<file path="src/rtl/alu_issue_wb.sv">
// Issue/writeback stage around the 8-bit ALU with register file and flags; accept at E0, rf/flags/done visible after E2.
// in_ready only in IDLE, so one instruction is in flight and the next accept comes at E3 at the earliest.
module alu_issue_wb #(
  parameter int DATA_W = 8,
  parameter int NREGS  = 8,
  parameter int REG_AW = 3
) (
  input  logic              clk,
  input  logic              rst,
  input  logic              in_valid,
  output logic              in_ready,
  input  logic [2:0]        in_op,
  input  logic [REG_AW-1:0] in_rd,
  input  logic [REG_AW-1:0] in_rs1,
  input  logic [REG_AW-1:0] in_rs2,
  input  logic              in_use_imm,
  input  logic [DATA_W-1:0] in_imm,
  output logic [DATA_W-1:0] alu_a,
  output logic [DATA_W-1:0] alu_b,
  output logic [2:0]        alu_instr,
  input  logic [DATA_W-1:0] alu_result,
  input  logic              alu_zero,
  input  logic              alu_ovr,
  input  logic [REG_AW-1:0] dbg_rd_addr,
  output logic [DATA_W-1:0] dbg_rd_data,
  output logic              flag_zero,
  output logic              flag_ovr,
  output logic              done,
  output logic              illegal
);

  typedef struct packed {
    logic [2:0]        op;
    logic [REG_AW-1:0] rd;
    logic [REG_AW-1:0] rs1;
    logic [REG_AW-1:0] rs2;
    logic              use_imm;
    logic [DATA_W-1:0] imm;
  } instr_t;

  typedef enum logic [1:0] {IDLE, EXEC, WB} state_t;

  localparam logic [2:0] OP_ADD = 3'b000;

  state_t            state, state_nxt;
  instr_t            instr_q;
  logic [DATA_W-1:0] rf [NREGS];
  logic [DATA_W-1:0] res_q;
  logic              zero_q;
  logic              ovr_q;
  logic              op_bad;
  logic [DATA_W-1:0] rs1_val;
  logic [DATA_W-1:0] rs2_val;

  // Opcodes 110 and 111 are the only illegal encodings.
  assign op_bad  = instr_q.op[2] & instr_q.op[1];
  assign rs1_val = (instr_q.rs1 == '0) ? '0 : rf[instr_q.rs1];
  assign rs2_val = (instr_q.rs2 == '0) ? '0 : rf[instr_q.rs2];
  assign dbg_rd_data = (dbg_rd_addr == '0) ? '0 : rf[dbg_rd_addr];

  always_comb begin
    state_nxt = state;
    in_ready  = 1'b0;
    alu_a     = '0;
    alu_b     = '0;
    alu_instr = '0;
    case (state)
      IDLE: begin
        in_ready = 1'b1;
        if (in_valid) state_nxt = EXEC;
      end
      EXEC: begin
        alu_a     = rs1_val;
        alu_b     = instr_q.use_imm ? instr_q.imm : rs2_val;
        alu_instr = instr_q.op;
        state_nxt = op_bad ? IDLE : WB;
      end
      WB:      state_nxt = IDLE;
      default: state_nxt = IDLE;
    endcase
  end

  always_ff @(posedge clk) begin
    if (rst) begin
      state     <= IDLE;
      instr_q   <= '0;
      res_q     <= '0;
      zero_q    <= 1'b0;
      ovr_q     <= 1'b0;
      flag_zero <= 1'b0;
      flag_ovr  <= 1'b0;
      done      <= 1'b0;
      illegal   <= 1'b0;
      for (int i = 0; i < NREGS; i++) rf[i] <= '0;
    end else begin
      state   <= state_nxt;
      done    <= 1'b0;
      illegal <= 1'b0;
      case (state)
        IDLE: begin
          if (in_valid) begin
            instr_q.op      <= in_op;
            instr_q.rd      <= in_rd;
            instr_q.rs1     <= in_rs1;
            instr_q.rs2     <= in_rs2;
            instr_q.use_imm <= in_use_imm;
            instr_q.imm     <= in_imm;
          end
        end
        EXEC: begin
          if (op_bad) begin
            illegal <= 1'b1;
          end else begin
            res_q  <= alu_result;
            zero_q <= alu_zero;
            ovr_q  <= alu_ovr;
          end
        end
        WB: begin
          // Flags update even when the write to r0 is discarded.
          if (instr_q.rd != '0) rf[instr_q.rd] <= res_q;
          flag_zero <= zero_q;
          flag_ovr  <= (instr_q.op == OP_ADD) & ovr_q;
          done      <= 1'b1;
        end
        default: ;
      endcase
    end
  end

endmodule

</file>
<file path="config.mk">
export PLATFORM = sky130hd
export DESIGN_NAME = alu_issue_wb
export DESIGN_NICKNAME = d
export VERILOG_FILES = /design/src/rtl/alu_issue_wb.sv
export SDC_FILE = /design/constraint.sdc
export NUM_CORES = 1
export LEC_CHECK = 0
export CORE_MARGIN = 2
export CORE_UTILIZATION = 44
export CTS_CLUSTER_SIZE = 40
export DETAILED_ROUTE_END_ITERATION = 10
export MAX_ROUTING_LAYER = met4
export PLACE_DENSITY_LB_ADDON = 0.12
export SKIP_LAST_GASP = 1
export SLEW_MARGIN = 10
export SYNTH_ARGS = -nofsm -noshare
export SYNTH_HDL_FRONTEND = slang
export SYNTH_SLANG_ARGS = --single-unit
</file>
<file path="constraint.sdc">
create_clock -name clk -period 3.2 [get_ports clk]
set_input_delay 0.96 -clock clk [delete_from_list [all_inputs] [get_ports clk]]
set_output_delay 0.96 -clock clk [all_outputs]
set_load 0.02 [all_outputs]
</file>
Word-level counts from Yosys, hierarchy flattened --
Memories as Yosys holds them, arrays and structs flattened. A register that Yosys moved wholly into a read port is not among the register bits. Index checks and enable logic that the tools add are counted. W data, S select, Z words.
Cells by class: eq/ne operators 3, reductions and logical operators 10, bitwise gates (word level) 4, mux-type cells 26
Operator list (count):
- $mux W8 | 7
- $mux W3 | 6
- $logic_not A3 Y1 | 4
- $mux W1 | 10
- $reduce_or A8 Y1 | 1
- $mux W2 | 2
- $pmux W2 S2 | 1
- $reduce_and A2 Y1 | 2
- $reduce_bool A3 Y1 | 1
- $and A1 B1 Y1 | 2
- $eq A2 B1 Y1 const B | 1
- $eq A2 B2 Y1 const B | 1
- $logic_not A2 Y1 | 1
- $ne A2 B2 Y1 const B | 1
- $not A1 Y1 | 2
- $reduce_or A2 Y1 | 1
Storage, ports and cells: register bits after elaboration 37, memory bits (writable) 64, memories 1, word-level logic and storage cells 58, output and inout port bits 32, bits of input ports 37
Memory list:
- rf | depth 8, width 8, read ports 3, clocked after Yosys merged registers in 2, wr ports 8, line 47 | logic [DATA_W-1:0] rf [NREGS];

Depth between registers and ports, before layout --
depth after elaboration 7, depth in mapped cells 7, gate-level depth less buffers 4

Worst setup path before layout --
OpenSTA, ideal clock, no wires.
path kind input to output, start input dbg_rd_addr[0], end output dbg_rd_data[6], cell stages on the path 5, buffers on the path 2, data arrival time 2181 ps, data required time 2240 ps, slack 59 ps, cell sequence buf_4 -> buf_6 -> mux4_2 -> nor2_1 -> a221oi_1
On the way: word-level cells in the longest chain between the ends 2, elaborated cells on any way between the ends 3, those cells by class 1 x mux; 1 x reduce/logical; 1 x memory
Ends and longest elaborated chain:
- start, declared | line 24 | input logic [REG_AW-1:0] dbg_rd_addr,
- $mem_v2 Z8 W8 / $logic_not A3 Y1 (equally long branches)
- $mux W8 (*) | line 59 | assign dbg_rd_data = (dbg_rd_addr == '0) ? '0 : rf[dbg_rd_addr];
- end, declared | line 25 | output logic [DATA_W-1:0] dbg_rd_data,
Every way passes the cells marked *; elsewhere a longest branch is shown, timed or not.

==> flow_summary.toml <==
[global_routing]
grt_usage_pct = 22.0
grt_max_degree = 52
grt_pass1_wl_mm = 21.4
antenna_found_initial = 0
grt_pass1_vias = 3769
grt-ovfl-total = 0

[cells_and_area]
nets = 600
fin_area_um2 = 6800
regArea_um2 = 2790
antennaDiodeCount = 0
mostFrequentLayoutCells = "nand2_1 (83), edfxtp_1 (64), and2_1 (60)"
utilization_pct = 54.3
nFillCells = 1142
drive_gt1_share_pct = 16.9
synthToLayoutAreaGrowth_pct = 21.5
multi_input_area_um2 = 2630
mostFrequentLayoutCell = "nand2_1"

[synth]
ys.flop_type = "edfxtp_1"
synth-seq-cells = 107
synth.avg_cell_area_um2 = 11.4
synth_top_cell_area_share_pct = 34.4
netlist_instances = 490
synth_edf_count = 64
yosysWarnings = 0
synth.area.top_cells = "edfxtp_1 (34%), dfxtp_1 (15%), mux4_2 (13%)"
yosys.area.top_type = "edfxtp_1"
netlist_area_um2 = 5590
seq_area_frac_synth_pct = 49.8
async_flop_share_pct = 0
synth_cell_type_count = 37

[sta]
max_freq_ghz = 0.316
slew_viol_final = 0
fin_crit_ns = 3.16
hold_viol_final = 0
tns_ns = 0
tightest_slew_ns = 0.746
fin_crit_sh_pct = 98.8
rsz0062_at_grt = "yes"
fin_hold_ws_ns = 0.459
maxSlewHeadroom_pct = 50.1
skew_ns = 0.0123
finalSetupViolCount = 0

[clock_network]
numCtsBuffers = 9
clock_path_buffers = 2
cts_tree = "yes"
clk_latency_ns = 0.36
ctsRootBufferMaster = "clkbuf_16"
postCtsSetupRepairBufs = 0
ctsHoldBuffers = 0
htreeDepth = 3
path_clk_slew_ns = 0.07
cts.sinks = 107

[route]
viasPerCell = 5.44
vias = 4025
route.detailed.drc = 0
wirelength_mm = 14.0
dr.pass1.iters = 5
drtAntennaViolNets = 0
wire_per_inst_um = 18.9
drt_iter0_drc = 339

[placement]
dp_hpwl_mm = 10.5
io_buffers = 68
post_dp_cell_area_um2 = 6450
gp_congestion = 0.937

[floorplan]
rows = 41
coreArea_um2 = 12500
die_area_um2 = 13600
die_x_um = 117
io_pins = 69
start_util_pct = 44.7
fp.dieH_um = 117

[min_path]
hold_depth = 2
holdPathEnd = "instr_q[2]"
hold_start = "instr_q[2]"
worst_hold_path_type = "flop to flop"

[setup_path]
crit_buf_inv = 2
crit_fanout = 16
critPathKind = "flop to output port"
rrSetupSlack_ns = 1.29
cp_top_family = "buffers and inverters"
start_kind = "flop"
crit_path_end_kind = "output port"
crit_slowest_cell = "mux4_2"
worstPathCellList = "buf_12 > mux4_2 > mux2i_1 > nor2_1 > clkdlybuf4s50_1"
arrival_ns = 2.20
reg2reg_to = "rf[5][3]"
max_stage_delay_ns = 0.54
crit_required_ns = 2.24
r2r_start = "state[1]"
worst_r2r_path_depth = 4

[pwr]
p_per_area_nw_per_um2 = 463
p_int_uw = 2320
p_seq_share_pct = 50.6
combPwrFrac_pct = 13.9
ir_worst_vdd_mv = 0.299
swShare_pct = 26.2
p_clk_share_pct = 35.4
leakage_uw = 0.00249
total_power_uw = 3150
switchingPower_uw = 825

[run]
maxCapViolCount = 0

[status]
status = "completed"
cell families after synthesis:
kind of cell           after synthesis  synth area share (%)
other                                1                0.0670
AOI/OAI and AO/OA                   83                  8.79
DFF                                107                  49.8
buffers and inverters               33                  4.09
muxes                               65                  18.8
and+or+nand+nor                    201                  18.5
registers in the layout, summed over array words and instances, names as in the netlist, named ones only:
register and cells:
state 2, done 1, res_q 8, instr_q 21
flag_zero 1, ovr_q 1, zero_q 1, rf 64
flag_ovr 1, illegal 1
worst max-delay path by stage:
| stage | depth (start not counted) | start | slack, ns | end |
|---|---|---|---|---|
| floorplan | 5 | dbg_rd_addr[0] | 0.06 | dbg_rd_data[6] |
| global placement | 6 | dbg_rd_addr[0] | -0.75 | dbg_rd_data[4] |
| detailed placement | 6 | dbg_rd_addr[0] | -0.77 | dbg_rd_data[3] |
| CTS | 5 | flop | 0.004 | alu_a[0] |
| global route | 5 | flop | -0.06 | alu_a[1] |
| finish | 5 | flop | 0.04 | alu_a[1] |
stage by stage:
stage	worst slack, ns	cells
global placement	-0.750	722
finish	0.0376	740
detailed placement	-0.765	722
CTS	0.00441	739
global route	-0.0599	740
floorplan	0.0589	497
worst register-to-register path, delay by kind of cell, from the launching register on:
| kind | cells | cell delay [ns] |
|---|---|---|
| flops | 1 | 0.40 |
| simple gates | 4 | 1.17 |
area by class of cell:
class | count | share of cell area [%]
sequential | 107 | 41.0
multi-input combinational | 357 | 38.7
timing repair buffer | 87 | 12.7
clock buffer | 9 | 3.31
tap | 172 | 3.17
clock inverter | 7 | 1.05
inverter | 1 | 0.0552
cell usage after synthesis, types with 2 or more instances:
library cell and instances:
nand2b_1 5, nand2_1 83, dfxtp_1 43, nor2_1 20
nor3_1 2, buf_6 4, a221oi_1 8, a22oi_1 8
buf_12 2, mux4_2 32, and2_1 60, o21ai_0 16
nor2_2 6, mux2i_1 33, clkbuf_1 12, a21oi_1 41
nor2b_1 9, buf_2 5, buf_4 7, or2_1 7
edfxtp_1 64, o211ai_1 8
metal layers:
| metal | up-vias | share of wire (%) | track usage (%) |
|---|---|---|---|
| met5 | - | 0 | - |
| met4 | 0 | 3.3 | 8.00 |
| met3 | 24 | 7.6 | 4.20 |
| met2 | 183 | 44 | 32.3 |
| met1 | 1911 | 45 | 30.5 |
| li1 | 1907 | - | - |
power by group through the flow:
stage / Sequential, µW / Combinational [µW] / Clock [µW]
6_report: 1590 / 438 / 1120
5_1_grt: 1600 / 475 / 1180
4_1_cts: 1590 / 436 / 1140
3_5_place_dp: 1620 / 439 / 0
3_3_place_gp: 1620 / 436 / 0
2_1_floorplan: 1580 / 302 / 0
repair_timing:
item,CTS,global route
resized for setup,68,13
endpoints found under the setup margin,19,15
pin swaps,2,3
cloned,1,1
Power figures use the tool's default switching activity.
